**src/rtl/mul_round_pack_stage_if.sv**
```systemverilog
// Handshake bundle for the FPU_MUL round/pack stage.
// Upstream operand, downstream result and flags share one interface.
interface mul_round_pack_stage_if #(
    parameter int SIZE_EXP = 8,
    parameter int SIZE_MAN = 24
);
    logic                         i_valid;
    logic                         o_ready;
    logic                         i_sign;
    logic [SIZE_EXP+1:0]          i_exp_sum;
    logic [2*SIZE_MAN-1:0]        i_man_prod;
    logic [1:0]                   i_sel_exp;
    logic [1:0]                   i_sel_man;
    logic                         o_valid;
    logic                         i_ready;
    logic [SIZE_EXP+SIZE_MAN-1:0] o_result;
    logic                         o_flag_ovf;
    logic                         o_flag_unf;
    logic                         o_flag_nan;
    logic                         o_flag_inexact;

    modport slave (
        input  i_valid,
        input  i_sign,
        input  i_exp_sum,
        input  i_man_prod,
        input  i_sel_exp,
        input  i_sel_man,
        input  i_ready,
        output o_ready,
        output o_valid,
        output o_result,
        output o_flag_ovf,
        output o_flag_unf,
        output o_flag_nan,
        output o_flag_inexact
    );

    modport master (
        output i_valid,
        output i_sign,
        output i_exp_sum,
        output i_man_prod,
        output i_sel_exp,
        output i_sel_man,
        output i_ready,
        input  o_ready,
        input  o_valid,
        input  o_result,
        input  o_flag_ovf,
        input  o_flag_unf,
        input  o_flag_nan,
        input  o_flag_inexact
    );
endinterface

```
**src/rtl/mul_round_pack_stage.sv**
```systemverilog
// FPU_MUL normalize, round-to-nearest-even, saturate and pack.
// Two register stages with a bubble-free valid/ready pipeline.
module mul_round_pack_stage #(
    parameter int SIZE_EXP = 8,
    parameter int SIZE_MAN = 24,
    parameter int BIAS     = 127
) (
    input logic                  i_clk,
    input logic                  i_rst,
    mul_round_pack_stage_if.slave bus
);
    localparam int N  = SIZE_MAN;
    localparam int EI = SIZE_EXP + 3;
    localparam int RW = SIZE_EXP + SIZE_MAN;
    localparam logic signed [EI-1:0] EMAX = EI'((1 << SIZE_EXP) - 1);

    if (BIAS != (1 << (SIZE_EXP - 1)) - 1) begin : g_bias_check
        $error("BIAS does not match SIZE_EXP");
    end

    logic adv1;
    logic adv2;

    logic                 s1_valid;
    logic                 s1_sign;
    logic [1:0]           s1_sel_exp;
    logic [1:0]           s1_sel_man;
    logic signed [EI-1:0] s1_exp;
    logic [N-2:0]         s1_frac;
    logic                 s1_inexact;

    logic          s2_valid;
    logic [RW-1:0] s2_result;
    logic          s2_ovf;
    logic          s2_unf;
    logic          s2_nan;
    logic          s2_inexact;

    logic [2*N-1:0]       prod;
    logic                 hi;
    logic [N-1:0]         m_raw;
    logic                 g;
    logic                 s;
    logic                 up;
    logic                 carry;
    logic signed [EI-1:0] e_raw;
    logic signed [EI-1:0] e_nxt;
    logic [N-2:0]         frac_nxt;
    logic                 inexact_nxt;

    logic                ovf_c;
    logic                unf_c;
    logic                special;
    logic [SIZE_EXP-1:0] comp_exp;
    logic [N-2:0]        comp_frac;
    logic                comp_inexact;
    logic [SIZE_EXP-1:0] res_exp;
    logic [N-2:0]        res_frac;
    logic                res_sign;
    logic [RW-1:0]       res_word;
    logic                res_ovf;
    logic                res_unf;
    logic                res_nan;
    logic                res_inexact;

    assign prod = bus.i_man_prod;

    // Pipeline advance: a stage moves when empty or when its successor moves.
    assign adv2 = ~s2_valid | bus.i_ready;
    assign adv1 = ~s1_valid | adv2;

    assign bus.o_ready        = adv1;
    assign bus.o_valid        = s2_valid;
    assign bus.o_result       = s2_result;
    assign bus.o_flag_ovf     = s2_ovf;
    assign bus.o_flag_unf     = s2_unf;
    assign bus.o_flag_nan     = s2_nan;
    assign bus.o_flag_inexact = s2_inexact;

    // Normalize the product by one position and round to nearest-even.
    always_comb begin
        hi = prod[2*N-1];
        if (hi) begin
            m_raw = prod[2*N-1:N];
            g     = prod[N-1];
            s     = |prod[N-2:0];
        end else begin
            m_raw = prod[2*N-2:N-1];
            g     = prod[N-2];
            s     = |prod[N-3:0];
        end
        e_raw = {bus.i_exp_sum[SIZE_EXP+1], bus.i_exp_sum} + EI'(hi);
        up    = g & (s | m_raw[0]);
        // All-ones mantissa rounding up wraps the fraction to zero
        // and bumps the exponent; the hidden bit stays set.
        carry       = up & (&m_raw);
        frac_nxt    = m_raw[N-2:0] + (N-1)'(up);
        e_nxt       = e_raw + EI'(carry);
        inexact_nxt = g | s;
    end

    // Stage 1 registers: rounded mantissa, exponent and classifier codes.
    always_ff @(posedge i_clk or posedge i_rst) begin
        if (i_rst) begin
            s1_valid   <= 1'b0;
            s1_sign    <= 1'b0;
            s1_sel_exp <= 2'b00;
            s1_sel_man <= 2'b00;
            s1_exp     <= '0;
            s1_frac    <= '0;
            s1_inexact <= 1'b0;
        end else if (adv1) begin
            s1_valid <= bus.i_valid;
            if (bus.i_valid) begin
                s1_sign    <= bus.i_sign;
                s1_sel_exp <= bus.i_sel_exp;
                s1_sel_man <= bus.i_sel_man;
                s1_exp     <= e_nxt;
                s1_frac    <= frac_nxt;
                s1_inexact <= inexact_nxt;
            end
        end
    end

    // Saturate the computed value, then apply the classifier override.
    always_comb begin
        ovf_c   = ~s1_exp[EI-1] & (s1_exp >= EMAX);
        unf_c   = s1_exp[EI-1] | (s1_exp == '0);
        special = |{s1_sel_exp, s1_sel_man};

        comp_exp     = s1_exp[SIZE_EXP-1:0];
        comp_frac    = s1_frac;
        comp_inexact = s1_inexact;
        if (ovf_c) begin
            comp_exp     = '1;
            comp_frac    = '0;
            comp_inexact = 1'b1;
        end else if (unf_c) begin
            comp_exp  = '0;
            comp_frac = '0;
        end

        res_exp = comp_exp;
        unique case (s1_sel_exp)
            2'b00:   res_exp = comp_exp;
            2'b10:   res_exp = '0;
            default: res_exp = '1;
        endcase

        res_frac = comp_frac;
        res_sign = s1_sign;
        unique case (s1_sel_man)
            2'b00: res_frac = comp_frac;
            2'b11: begin
                res_frac = {1'b1, {(N-2){1'b0}}};
                res_sign = 1'b0;
            end
            default: res_frac = '0;
        endcase

        res_word    = {res_sign, res_exp, res_frac};
        res_ovf     = ~special & ovf_c;
        res_unf     = ~special & ~ovf_c & unf_c;
        res_inexact = ~special & comp_inexact;
        res_nan     = (s1_sel_man == 2'b11);
    end

    // Stage 2 registers drive the outputs and hold them while stalled.
    always_ff @(posedge i_clk or posedge i_rst) begin
        if (i_rst) begin
            s2_valid   <= 1'b0;
            s2_result  <= '0;
            s2_ovf     <= 1'b0;
            s2_unf     <= 1'b0;
            s2_nan     <= 1'b0;
            s2_inexact <= 1'b0;
        end else if (adv2) begin
            s2_valid <= s1_valid;
            if (s1_valid) begin
                s2_result  <= res_word;
                s2_ovf     <= res_ovf;
                s2_unf     <= res_unf;
                s2_nan     <= res_nan;
                s2_inexact <= res_inexact;
            end
        end
    end
endmodule

```
**src/flat_wrapper.sv**
```systemverilog
// flat-port wrapper written by rule: the top's interface ports become plain ports
module mul_round_pack_stage_flat 
#(
    parameter int SIZE_EXP = 8,
    parameter int SIZE_MAN = 24,
    parameter int BIAS     = 127
)
  (i_clk, i_rst, bus_i_valid, bus_i_sign, bus_i_exp_sum, bus_i_man_prod, bus_i_sel_exp, bus_i_sel_man, bus_i_ready, bus_o_ready, bus_o_valid, bus_o_result, bus_o_flag_ovf, bus_o_flag_unf, bus_o_flag_nan, bus_o_flag_inexact);
  mul_round_pack_stage_if #(.SIZE_EXP(SIZE_EXP), .SIZE_MAN(SIZE_MAN)) bus_i ();
  input logic i_clk;
  input logic i_rst;
  input wire logic [$bits(bus_i.i_valid)-1:0] bus_i_valid;
  input wire logic [$bits(bus_i.i_sign)-1:0] bus_i_sign;
  input wire logic [$bits(bus_i.i_exp_sum)-1:0] bus_i_exp_sum;
  input wire logic [$bits(bus_i.i_man_prod)-1:0] bus_i_man_prod;
  input wire logic [$bits(bus_i.i_sel_exp)-1:0] bus_i_sel_exp;
  input wire logic [$bits(bus_i.i_sel_man)-1:0] bus_i_sel_man;
  input wire logic [$bits(bus_i.i_ready)-1:0] bus_i_ready;
  output wire logic [$bits(bus_i.o_ready)-1:0] bus_o_ready;
  output wire logic [$bits(bus_i.o_valid)-1:0] bus_o_valid;
  output wire logic [$bits(bus_i.o_result)-1:0] bus_o_result;
  output wire logic [$bits(bus_i.o_flag_ovf)-1:0] bus_o_flag_ovf;
  output wire logic [$bits(bus_i.o_flag_unf)-1:0] bus_o_flag_unf;
  output wire logic [$bits(bus_i.o_flag_nan)-1:0] bus_o_flag_nan;
  output wire logic [$bits(bus_i.o_flag_inexact)-1:0] bus_o_flag_inexact;
  assign bus_i.i_valid = bus_i_valid;
  assign bus_i.i_sign = bus_i_sign;
  assign bus_i.i_exp_sum = bus_i_exp_sum;
  assign bus_i.i_man_prod = bus_i_man_prod;
  assign bus_i.i_sel_exp = bus_i_sel_exp;
  assign bus_i.i_sel_man = bus_i_sel_man;
  assign bus_i.i_ready = bus_i_ready;
  assign bus_o_ready = bus_i.o_ready;
  assign bus_o_valid = bus_i.o_valid;
  assign bus_o_result = bus_i.o_result;
  assign bus_o_flag_ovf = bus_i.o_flag_ovf;
  assign bus_o_flag_unf = bus_i.o_flag_unf;
  assign bus_o_flag_nan = bus_i.o_flag_nan;
  assign bus_o_flag_inexact = bus_i.o_flag_inexact;
  mul_round_pack_stage #(.SIZE_EXP(SIZE_EXP), .SIZE_MAN(SIZE_MAN), .BIAS(BIAS)) u_core (.i_clk(i_clk), .i_rst(i_rst), .bus(bus_i));
endmodule
```
**config.mk**
```make
export PLATFORM = sky130hd
export DESIGN_NAME = mul_round_pack_stage_flat
export DESIGN_NICKNAME = d
export VERILOG_FILES = /design/src/rtl/mul_round_pack_stage_if.sv /design/src/rtl/mul_round_pack_stage.sv /design/src/flat_wrapper.sv
export SDC_FILE = /design/constraint.sdc
export NUM_CORES = 1
export LEC_CHECK = 0
export CORE_UTILIZATION = 44
export CTS_BUF_LIST = sky130_fd_sc_hd__clkbuf_4 sky130_fd_sc_hd__clkbuf_8
export CTS_CLUSTER_SIZE = 12
export DETAILED_ROUTE_END_ITERATION = 6
export GPL_TIMING_DRIVEN = 0
export PLACE_DENSITY = 0.77
export SLEW_MARGIN = 5
export SYNTH_ARGS = -nofsm -noshare
export SYNTH_HDL_FRONTEND = slang
export SYNTH_SLANG_ARGS = --single-unit
```
**constraint.sdc**
```tcl
create_clock -name i_clk -period 3.5 [get_ports i_clk]
set_input_delay 0.7 -clock i_clk [delete_from_list [all_inputs] [get_ports i_clk]]
set_output_delay 0.7 -clock i_clk [all_outputs]
set_load 0.01 [all_outputs]
```
==> results_dict.tcl <==
set metrics [dict create \
    fin_nets 640 \
    core_sq_um 9328 \
    grtUsageMet2 0.3720 \
    cp-startpoint "bus_i_man_prod[47]" \
    async_flop_share 1.000 \
    antenna_cells 0 \
    yosysUniqueCellTypes 59 \
    grt-ovfl-total 0 \
    grt_antenna_before_repair 0 \
    postSynthCellCount 453 \
    syn_nets 525 \
    path_class "input pin to register" \
    die_height_microns 100.5 \
    cap_violations 0 \
    outcome "finished clean" \
    yosysMostFrequentCell "nand2_1" \
    slew_violations 0 \
    dieArea_sq_um 10090 \
    power_density_nw_per_um2 400.3 \
    yosys_warnings 0 \
    worst_pin_slew_ps 633.7 \
    io_pins 105 \
    ant_nets 0 \
    vdd_drop_max_mv 0.2002 \
    clock_path_buffers 2 \
    hold_violations 0 \
    ys_ff_latch 78 \
    fin_crit_sh 0.9535 \
    crit_buf_inv 3 \
    grt_pass1_wl_microns 18480 \
    slowest_delay_ps 430 \
    syn-cell-area_sq_um 4267 \
    fill_cells 830 \
    port-buffer-count 103 \
    start_kind "input pin" \
    synth_common_cells "nand2_1, dfrtp_1, o21ai_0, nor2_1, a22o_1" \
    cts_tree "built" \
    rsz0062_at_grt "false" \
    crit_chain "dlygate4sd2_1 > buf_6 > buf_4 > nand2_1 > a2111oi_4 > nand3_1 > nor4_4 > fa_2 > ha_1 > nand3_1 > nor2_2 > xnor2_1 > o21ai_0" \
    finalPower_mw 2.286 \
    finalWirelength_microns 11460 \
    clk_pin_slew_ps 90 \
    leakagePower_nw 2.410 \
    fin_util 0.6122 \
    cp_data_arrival_time_ps 3560 \
    die-width_microns 100.5 \
    fmax_mhz 299.7 \
    grt_max_degree 52 \
    cts_made_buffers 9 \
    ys_top_cells_by_area "dfrtp_1, nand2_1, o21ai_0, a22o_1, xor2_1" \
    hpwl_microns 8579 \
    cp_max_fo 10 \
    critical_path.top_delay_family "simple AND/OR/NAND/NOR gates" \
    cts_hold_buf 0 \
    drt_iter0_drc 191 \
    hold_path_startpoint "u_core.bus.o_result[27]" \
    via_count 3873 \
    grt_pass1_vias 3655 \
    numClockSinks 78 \
    root_buffer "clkbuf_8" \
    yosys.area.top_type_share 0.4575 \
    drt_first_pass_iters 5 \
    drc 0 \
    drive_gt1_frac 0.08028 \
    yosys_most_used_dff "dfrtp_1" \
    start_util 0.4574 \
    met1_usage 0.3305 \
    cp_data_required_time_ps 3720 \
    setup_viol 0 \
    clock-skew-final_ps 14.24 \
    critPathCaptureType "register" \
    cpMaxStageDelayCell "a2111oi_4" \
    crit_path_frequent_cell "nand3_1" \
    synth-edff-count 0 \
    rr_startpoint "u_core.bus.o_valid" \
    routedWlPerCell_microns 16.33 \
    slew_headroom 0.5775 \
    area_delta_synth_final_pct 33.84 \
    yosys.area.top_type "dfrtp_1" \
    num_rows 35 \
    viasPerCell 5.517 \
    synth_seq_area_share 0.4575 \
    fin_crit_ps 3337 \
    gp_congestion 0.8769 \
    track_usage 0.2383 \
    cts_htree_levels 3 \
    use_met3 0.04230 \
    clk_latency_ps 360 \
    busiest_layer "met2" \
    avgSynthCellArea_sq_um 9.419 \
    hold_path.class "register to register" \
]
## worst min-delay path, stage by stage (launching register included)
cell	delay [ps]
dfrtp_1	350
nand2_1	50
nand2_1	50
## state kept, by name (all words and copies together), names as in the netlist
register,count
u_core.bus.o_flag_inexact,1
u_core.bus.o_flag_nan,1
u_core.bus.o_flag_ovf,1
u_core.bus.o_flag_unf,1
u_core.bus.o_result,32
u_core.bus.o_valid,1
u_core.s1_exp,11
u_core.s1_frac,23
u_core.s1_inexact,1
u_core.s1_sel_exp,2
u_core.s1_sel_man,2
u_core.s1_sign,1
u_core.s1_valid,1
## path summary, 6_finish.rpt
check	slack, ps	depth (start not counted)	to
setup / recovery	160	13	u_core.s1_exp[8]
hold / removal	470	2	u_core.bus.o_result[27]
setup reg to reg	1370	6	u_core.s1_exp[10]
hold reg to reg	470	2	u_core.bus.o_result[27]
max in group asynchronous	2240	3	u_core.bus.o_result[18]
min in group asynchronous	690	2	u_core.bus.o_result[7]
## what timing repair did
action	in CTS	in global routing
pin swaps	0	3
setup buffers	0	1
gates resized for setup	6	1
endpoints found under the setup margin	17	3
## cell families (layout without fill, tap and decap cells)
family,Yosys count,count (layout),synth area share
xor+xnor,30,30,0.06158
fa+ha+maj,5,5,0.01642
simple gates,190,190,0.2191
flops,78,78,0.4575
buf+inv,31,151,0.04106
compound gates,105,105,0.1707
mux,14,14,0.03372
## per-stage QoR
| stage | setup WS (ps) | cell area (sq um) | setup TNS (ps) | hold slack (ps) | instances |
|---|---|---|---|---|---|
| 3_5_place_dp | -866.3 | 5489 | -13230 | 454.6 | 686 |
| 5_1_grt | 38.14 | 5710 | 0 | 502.9 | 702 |
| 6_report | 162.8 | 5710 | 0 | 473.4 | 702 |
| 4_1_cts | 126.6 | 5700 | 0 | 473.6 | 701 |
| 3_3_place_gp | -902.0 | 5459 | -41560 | 457.0 | 685 |
| 2_1_floorplan | 438.5 | 4267 | 0 | 444.7 | 453 |
## cells in the final DEF (no fill, tap or decap), types with 3 or more instances in the layout
| cell | count |
|---|---|
| and4_1 | 7 |
| a31oi_1 | 3 |
| nor2b_1 | 3 |
| o21ai_0 | 37 |
| xor2_1 | 19 |
| a21oi_1 | 15 |
| nand2_1 | 88 |
| nand2b_1 | 8 |
| o221ai_1 | 4 |
| dfrtp_1 | 78 |
| nor3_1 | 4 |
| a21boi_0 | 3 |
| mux2_2 | 3 |
| buf_4 | 5 |
| nor4_1 | 7 |
| and2_1 | 3 |
| clkdlybuf4s50_1 | 102 |
| and3_1 | 5 |
| nand3b_1 | 3 |
| nand3_1 | 14 |
| mux2i_1 | 11 |
| a211oi_1 | 3 |
| clkbuf_8 | 13 |
| nand4_1 | 9 |
| a22o_1 | 21 |
| nor2_1 | 25 |
| clkbuf_1 | 12 |
| inv_1 | 7 |
| xnor2_1 | 11 |
| ha_1 | 4 |
## final cells by class
class	count	area, sq um	area share
tap	129	161.4	0.02826
inverter	8	32.53	0.005697
sequential	78	1952	0.3418
buffer	22	143.9	0.02520
multi-input combinational	344	2172	0.3804
clock buffer	12	152.6	0.02673
timing repair buffer	105	1065	0.1865
clock inverter	4	31.28	0.005478
## power by group
group / internal [mW] / switching, mW / total (mW)
clock: 0.297 / 0.347 / 0.644
combinational: 0.275 / 0.276 / 0.552
sequential: 1.02 / 0.0741 / 1.09
total: 1.59 / 0.697 / 2.29
## metal layers
layer,vias to the layer above,part of all wire
li1,1843,-
met1,1880,0.47
met2,133,0.47
met3,17,0.048
met4,0,0.020
met5,-,0
No activity file was read; power rests on OpenSTA's default activity.
